[src/rtl/expe_cmd_rx.sv]
// Command frame receiver: parses AA/CODE/CHK byte frames and updates the experiment select register.
// Bad frames and inter-byte timeouts are reported on err/err_code.
module expe_cmd_rx #(
  parameter int TIMEOUT_CYCLES = 50000
) (
  input  logic       clk,
  input  logic       rst,
  input  logic [7:0] rx_data,
  input  logic       rx_valid,
  output logic [7:0] select,
  output logic       sel_update,
  output logic       err,
  output logic [1:0] err_code,
  output logic       busy
);

  localparam int              CNT_W    = (TIMEOUT_CYCLES > 1) ? $clog2(TIMEOUT_CYCLES) : 1;
  localparam logic [CNT_W-1:0] CNT_LAST = CNT_W'(TIMEOUT_CYCLES - 1);
  localparam logic [7:0]      HDR      = 8'hAA;

  typedef enum logic [1:0] {IDLE, GET_CODE, GET_SUM} state_t;

  state_t           state_q, state_d;
  logic [CNT_W-1:0] cnt_q;
  logic [7:0]       code_q;
  logic             tmo;
  logic             accept, reject;
  logic [1:0]       rej_code;

  // Legal select codes: 00, 11-15, 21-29, 31-36, 41-46.
  function automatic logic code_valid(input logic [7:0] c);
    logic [3:0] lo;
    lo = c[3:0];
    case (c[7:4])
      4'h0:    return (lo == 4'h0);
      4'h1:    return (lo >= 4'h1) && (lo <= 4'h5);
      4'h2:    return (lo >= 4'h1) && (lo <= 4'h9);
      4'h3:    return (lo >= 4'h1) && (lo <= 4'h6);
      4'h4:    return (lo >= 4'h1) && (lo <= 4'h6);
      default: return 1'b0;
    endcase
  endfunction

  // A byte in the last allowed cycle beats the timeout.
  assign tmo = (state_q != IDLE) && !rx_valid && (cnt_q == CNT_LAST);

  always_ff @(posedge clk) begin
    if (rst) state_q <= IDLE;
    else     state_q <= state_d;
  end

  always_comb begin
    state_d = state_q;
    case (state_q)
      IDLE:     if (rx_valid && rx_data == HDR) state_d = GET_CODE;
      GET_CODE: if (rx_valid)                   state_d = GET_SUM;
                else if (tmo)                   state_d = IDLE;
      GET_SUM:  if (rx_valid || tmo)            state_d = IDLE;
      default:                                  state_d = IDLE;
    endcase
  end

  // Checksum is judged before code legality.
  always_comb begin
    accept   = 1'b0;
    reject   = 1'b0;
    rej_code = 2'b00;
    busy     = (state_q != IDLE);
    if (state_q == GET_SUM && rx_valid) begin
      if (rx_data != (HDR ^ code_q)) begin
        reject   = 1'b1;
        rej_code = 2'b10;
      end else if (!code_valid(code_q)) begin
        reject   = 1'b1;
        rej_code = 2'b01;
      end else begin
        accept = 1'b1;
      end
    end else if (tmo) begin
      reject   = 1'b1;
      rej_code = 2'b11;
    end
  end

  always_ff @(posedge clk) begin
    if (rst)                                cnt_q <= '0;
    else if (rx_valid || state_d == IDLE)   cnt_q <= '0;
    else if (cnt_q != CNT_LAST)             cnt_q <= cnt_q + 1'b1;
  end

  always_ff @(posedge clk) begin
    if (state_q == GET_CODE && rx_valid) code_q <= rx_data;
  end

  always_ff @(posedge clk) begin
    if (rst) begin
      select     <= 8'h00;
      sel_update <= 1'b0;
      err        <= 1'b0;
      err_code   <= 2'b00;
    end else begin
      sel_update <= accept;
      err        <= reject;
      if (accept) select   <= code_q;
      if (reject) err_code <= rej_code;
    end
  end

endmodule

[config.mk]
export PLATFORM = sky130hd
export DESIGN_NAME = expe_cmd_rx
export DESIGN_NICKNAME = d
export VERILOG_FILES = /design/src/rtl/expe_cmd_rx.sv
export SDC_FILE = /design/constraint.sdc
export NUM_CORES = 1
export LEC_CHECK = 0
export ABC_AREA = 1
export ABC_CLOCK_PERIOD_IN_PS = 3700
export BUFFER_PORTS_ARGS = -buffer_cell sky130_fd_sc_hd__buf_2
export CORE_MARGIN = 4
export CORE_UTILIZATION = 45
export CTS_CLUSTER_DIAMETER = 100
export DETAILED_ROUTE_END_ITERATION = 8
export PLACE_DENSITY_LB_ADDON = 0.1
export SYNTH_ARGS = -nofsm -noshare
export SYNTH_HDL_FRONTEND = slang
export SYNTH_SLANG_ARGS = --single-unit
[constraint.sdc]
create_clock -name clk -period 3.7 [get_ports clk]
set_input_delay 0.555 -clock clk [delete_from_list [all_inputs] [get_ports clk]]
set_output_delay 0.555 -clock clk [all_outputs]
set_load 0.005 [all_outputs]
==> flow_metrics.tcl <==
set metrics [dict create \
    path_cells "ha_1 > nand3_4 > nor2_4 > nand2_4 > nand4_4 > nand2_2 > nor2_4 > nor3_1" \
    die-area_sq_mm 0.005486 \
    most-common-layout-cells "inv_1, nand2_1, nor2_1, dfxtp_1, buf_2" \
    relSlewSlack_pct 50.43 \
    critPathTopFamily "simple AND/OR/NAND/NOR gates" \
    drive_gt1_share_pct 22.47 \
    layout.nets 278 \
    syn_avg_cell_area_sq_um 8.289 \
    final-max-slew-violation-count 0 \
    drt_iter0_markers 64 \
    clockBufferDepth 2 \
    r2r-end "cnt_q[5]" \
    routedWlPerCell_um 11.62 \
    yosysTopAreaCell "dfxtp_1" \
    ff2ff_setup_slack_ps 1850 \
    die_w_um 74.07 \
    hp-class "reg -> reg" \
    tightestPinTransition_ps 741.7 \
    gp_congestion 0.8152 \
    final_common_cell "inv_1" \
    ys_seq_area_share_pct 42.80 \
    ioPinCount 24 \
    endpoint "cnt_q[5]" \
    fin_util_pct 55.00 \
    crit_required_ps 3850 \
    finalCritPeriodShare_pct 50.01 \
    track_usage_pct 15.22 \
    critPathLaunch "cnt_q[0]" \
    rows 23 \
    skew_ps 8.672 \
    min_period_ps 1851 \
    core_region_area_sq_mm 0.004115 \
    first_pass_iters 4 \
    ctsHoldBuffers 0 \
    switching_share_pct 19.52 \
    syn_inst 237 \
    clock_latency_ps 290 \
    internal_power_uw 700.7 \
    cpMostUsedCell "nor2_4" \
    fmax_ghz 0.5404 \
    cts_resized 0 \
    htree_levels 2 \
    combinationalPowerShare_pct 2.9 \
    post_cts_buffers 0 \
    syn-cell-area_sq_mm 0.001964 \
    num_vias 1526 \
    portBuffers 23 \
    power_density_mw_per_mm2 384.6 \
    diodes 0 \
    startpoint_type "register" \
    yosysWarnings 0 \
    cp-end-kind "register" \
    synth.distinct_cells 27 \
    area_delta_synth_final_pct 15.22 \
    switching_power_uw 169.9 \
    cts_tree "done" \
    synthDominantCellAreaShare_pct 30.57 \
    cpMaxStageDelayCell "nor2_4" \
    ff2ff_path_depth 8 \
    status "completed" \
    cts.sinks 38 \
    leakage_nw 0.8994 \
    die_h_um 74.07 \
    drc 0 \
    crit_fanout 16 \
    seqPwrFrac_pct 48.5 \
    setup_viol 0 \
    vias_per_cell 4.814 \
    grt_pass1_vias 1441 \
    grt_pass1_wl_mm 6.423 \
    grt_setup_unrepaired "false" \
    cts-root-buf "clkbuf_8" \
    wl_mm 3.682 \
    worst_ir_drop_vdd_mv 0.2334 \
    start_util_pct 47.73 \
    path_depth 8 \
    cap_violations 0 \
    ant_nets 0 \
    syn_nets 249 \
    crit_buf_inv 0 \
    reg2reg_from "cnt_q[0]" \
    ys_ff_latch 38 \
    p_total_uw 870.6 \
    hpwlAfterDp_mm 2.757 \
    clk_pin_slew_worst_paths_ps 80 \
    hold_viol 0 \
    n_fill_cell 405 \
    hold-worst-slack_ps 457.8 \
    yosys-top-cells-area "dfxtp_1, edfxtp_1, xor2_1, inv_1, nor3_2" \
    grt_max_degree 17 \
    antenna_found_initial 0 \
    overflow 0 \
    p_clk_share_pct 48.6 \
    finalSetupTns_ps 0 \
    cpPeakStageDelay_ps 440 \
    worstPathArrival_ps 2010 \
    crit_type "reg -> reg" \
    numCtsBuffers 5 \
]
synthesized netlist by cell type (all sizes together):
cell and number:
nand4 7, o21ai 10, nand3 15, nand2 36, nor2 33, clkinv 2
and3 1, inv 36, dfxtp 30, clkbuf 1, buf 1, ha 1
edfxtp 8, nor3 27, a21oi 8, xnor2 5, xor2 16
state kept, by name, indices dropped and copies added (netlist names):
name / flops
cnt_q: 16
sel_update: 1
state_q: 2
err: 1
err_code: 2
select: 8
code_q: 8
worst min-delay path by stage:
stage / endpoint / start / cells after the start / slack (ps)
after floorplan: select[7] / select[7] / 2 / 450
after global placement: select[7] / select[7] / 2 / 450
after detailed placement: select[7] / select[7] / 2 / 460
final: select[7] / select[7] / 2 / 460
after CTS: select[7] / select[7] / 2 / 470
after global routing: code_q[4] / rx_data[4] / 1 / 470
stage by stage:
stage / cells / area (sq um) / setup slack, ps
after floorplan: 237 / 1964 / 1752
after global routing: 317 / 2263 / 1675
after CTS: 317 / 2263 / 1831
final: 317 / 2263 / 1849
after detailed placement: 309 / 2126 / 1752
after global placement: 309 / 2126 / 1793
power groups by stage:
stage | sequential [mW] | clock, mW | combinational (mW)
6_report | 0.422 | 0.423 | 0.0251
4_1_cts | 0.422 | 0.435 | 0.0256
5_1_grt | 0.422 | 0.455 | 0.0285
3_3_place_gp | 0.432 | 0 | 0.0253
3_5_place_dp | 0.432 | 0 | 0.0254
2_1_floorplan | 0.432 | 0 | 0.0131
layout make-up:
cell class                 instances  area [sq um]  share of cell area (%)
clock buffer                       5         68.82                   3.040
multi-input combinational        159         955.9                   42.23
clock inverter                     3         68.82                   3.040
inverter                          38         143.9                   6.357
timing repair buffer              24         122.6                   5.417
sequential                        38         840.8                   37.15
tap                               50         62.56                   2.764
routing by layer:
metal	up-vias	routed length, um	global-route usage, %
met4	0	62	6.439
met5	-	0	0
met2	26	1481	21.56
met3	7	172	4.054
li1	820	-	-
met1	673	1965	21.75
worst min-delay path: stages (launching register included):
cell	delay (ps)
dfxtp_1	320
nand3_1	70
inv_1	30
kinds of logic after synthesis:
kind of cell	Yosys count	synth area share, %
xor+xnor	21	9.363
fa+ha+maj	1	0.6368
flops	38	42.80
simple gates	119	34.08
buf+inv	40	8.534
compound gates	18	4.586
(Power assumes the default switching activity.)
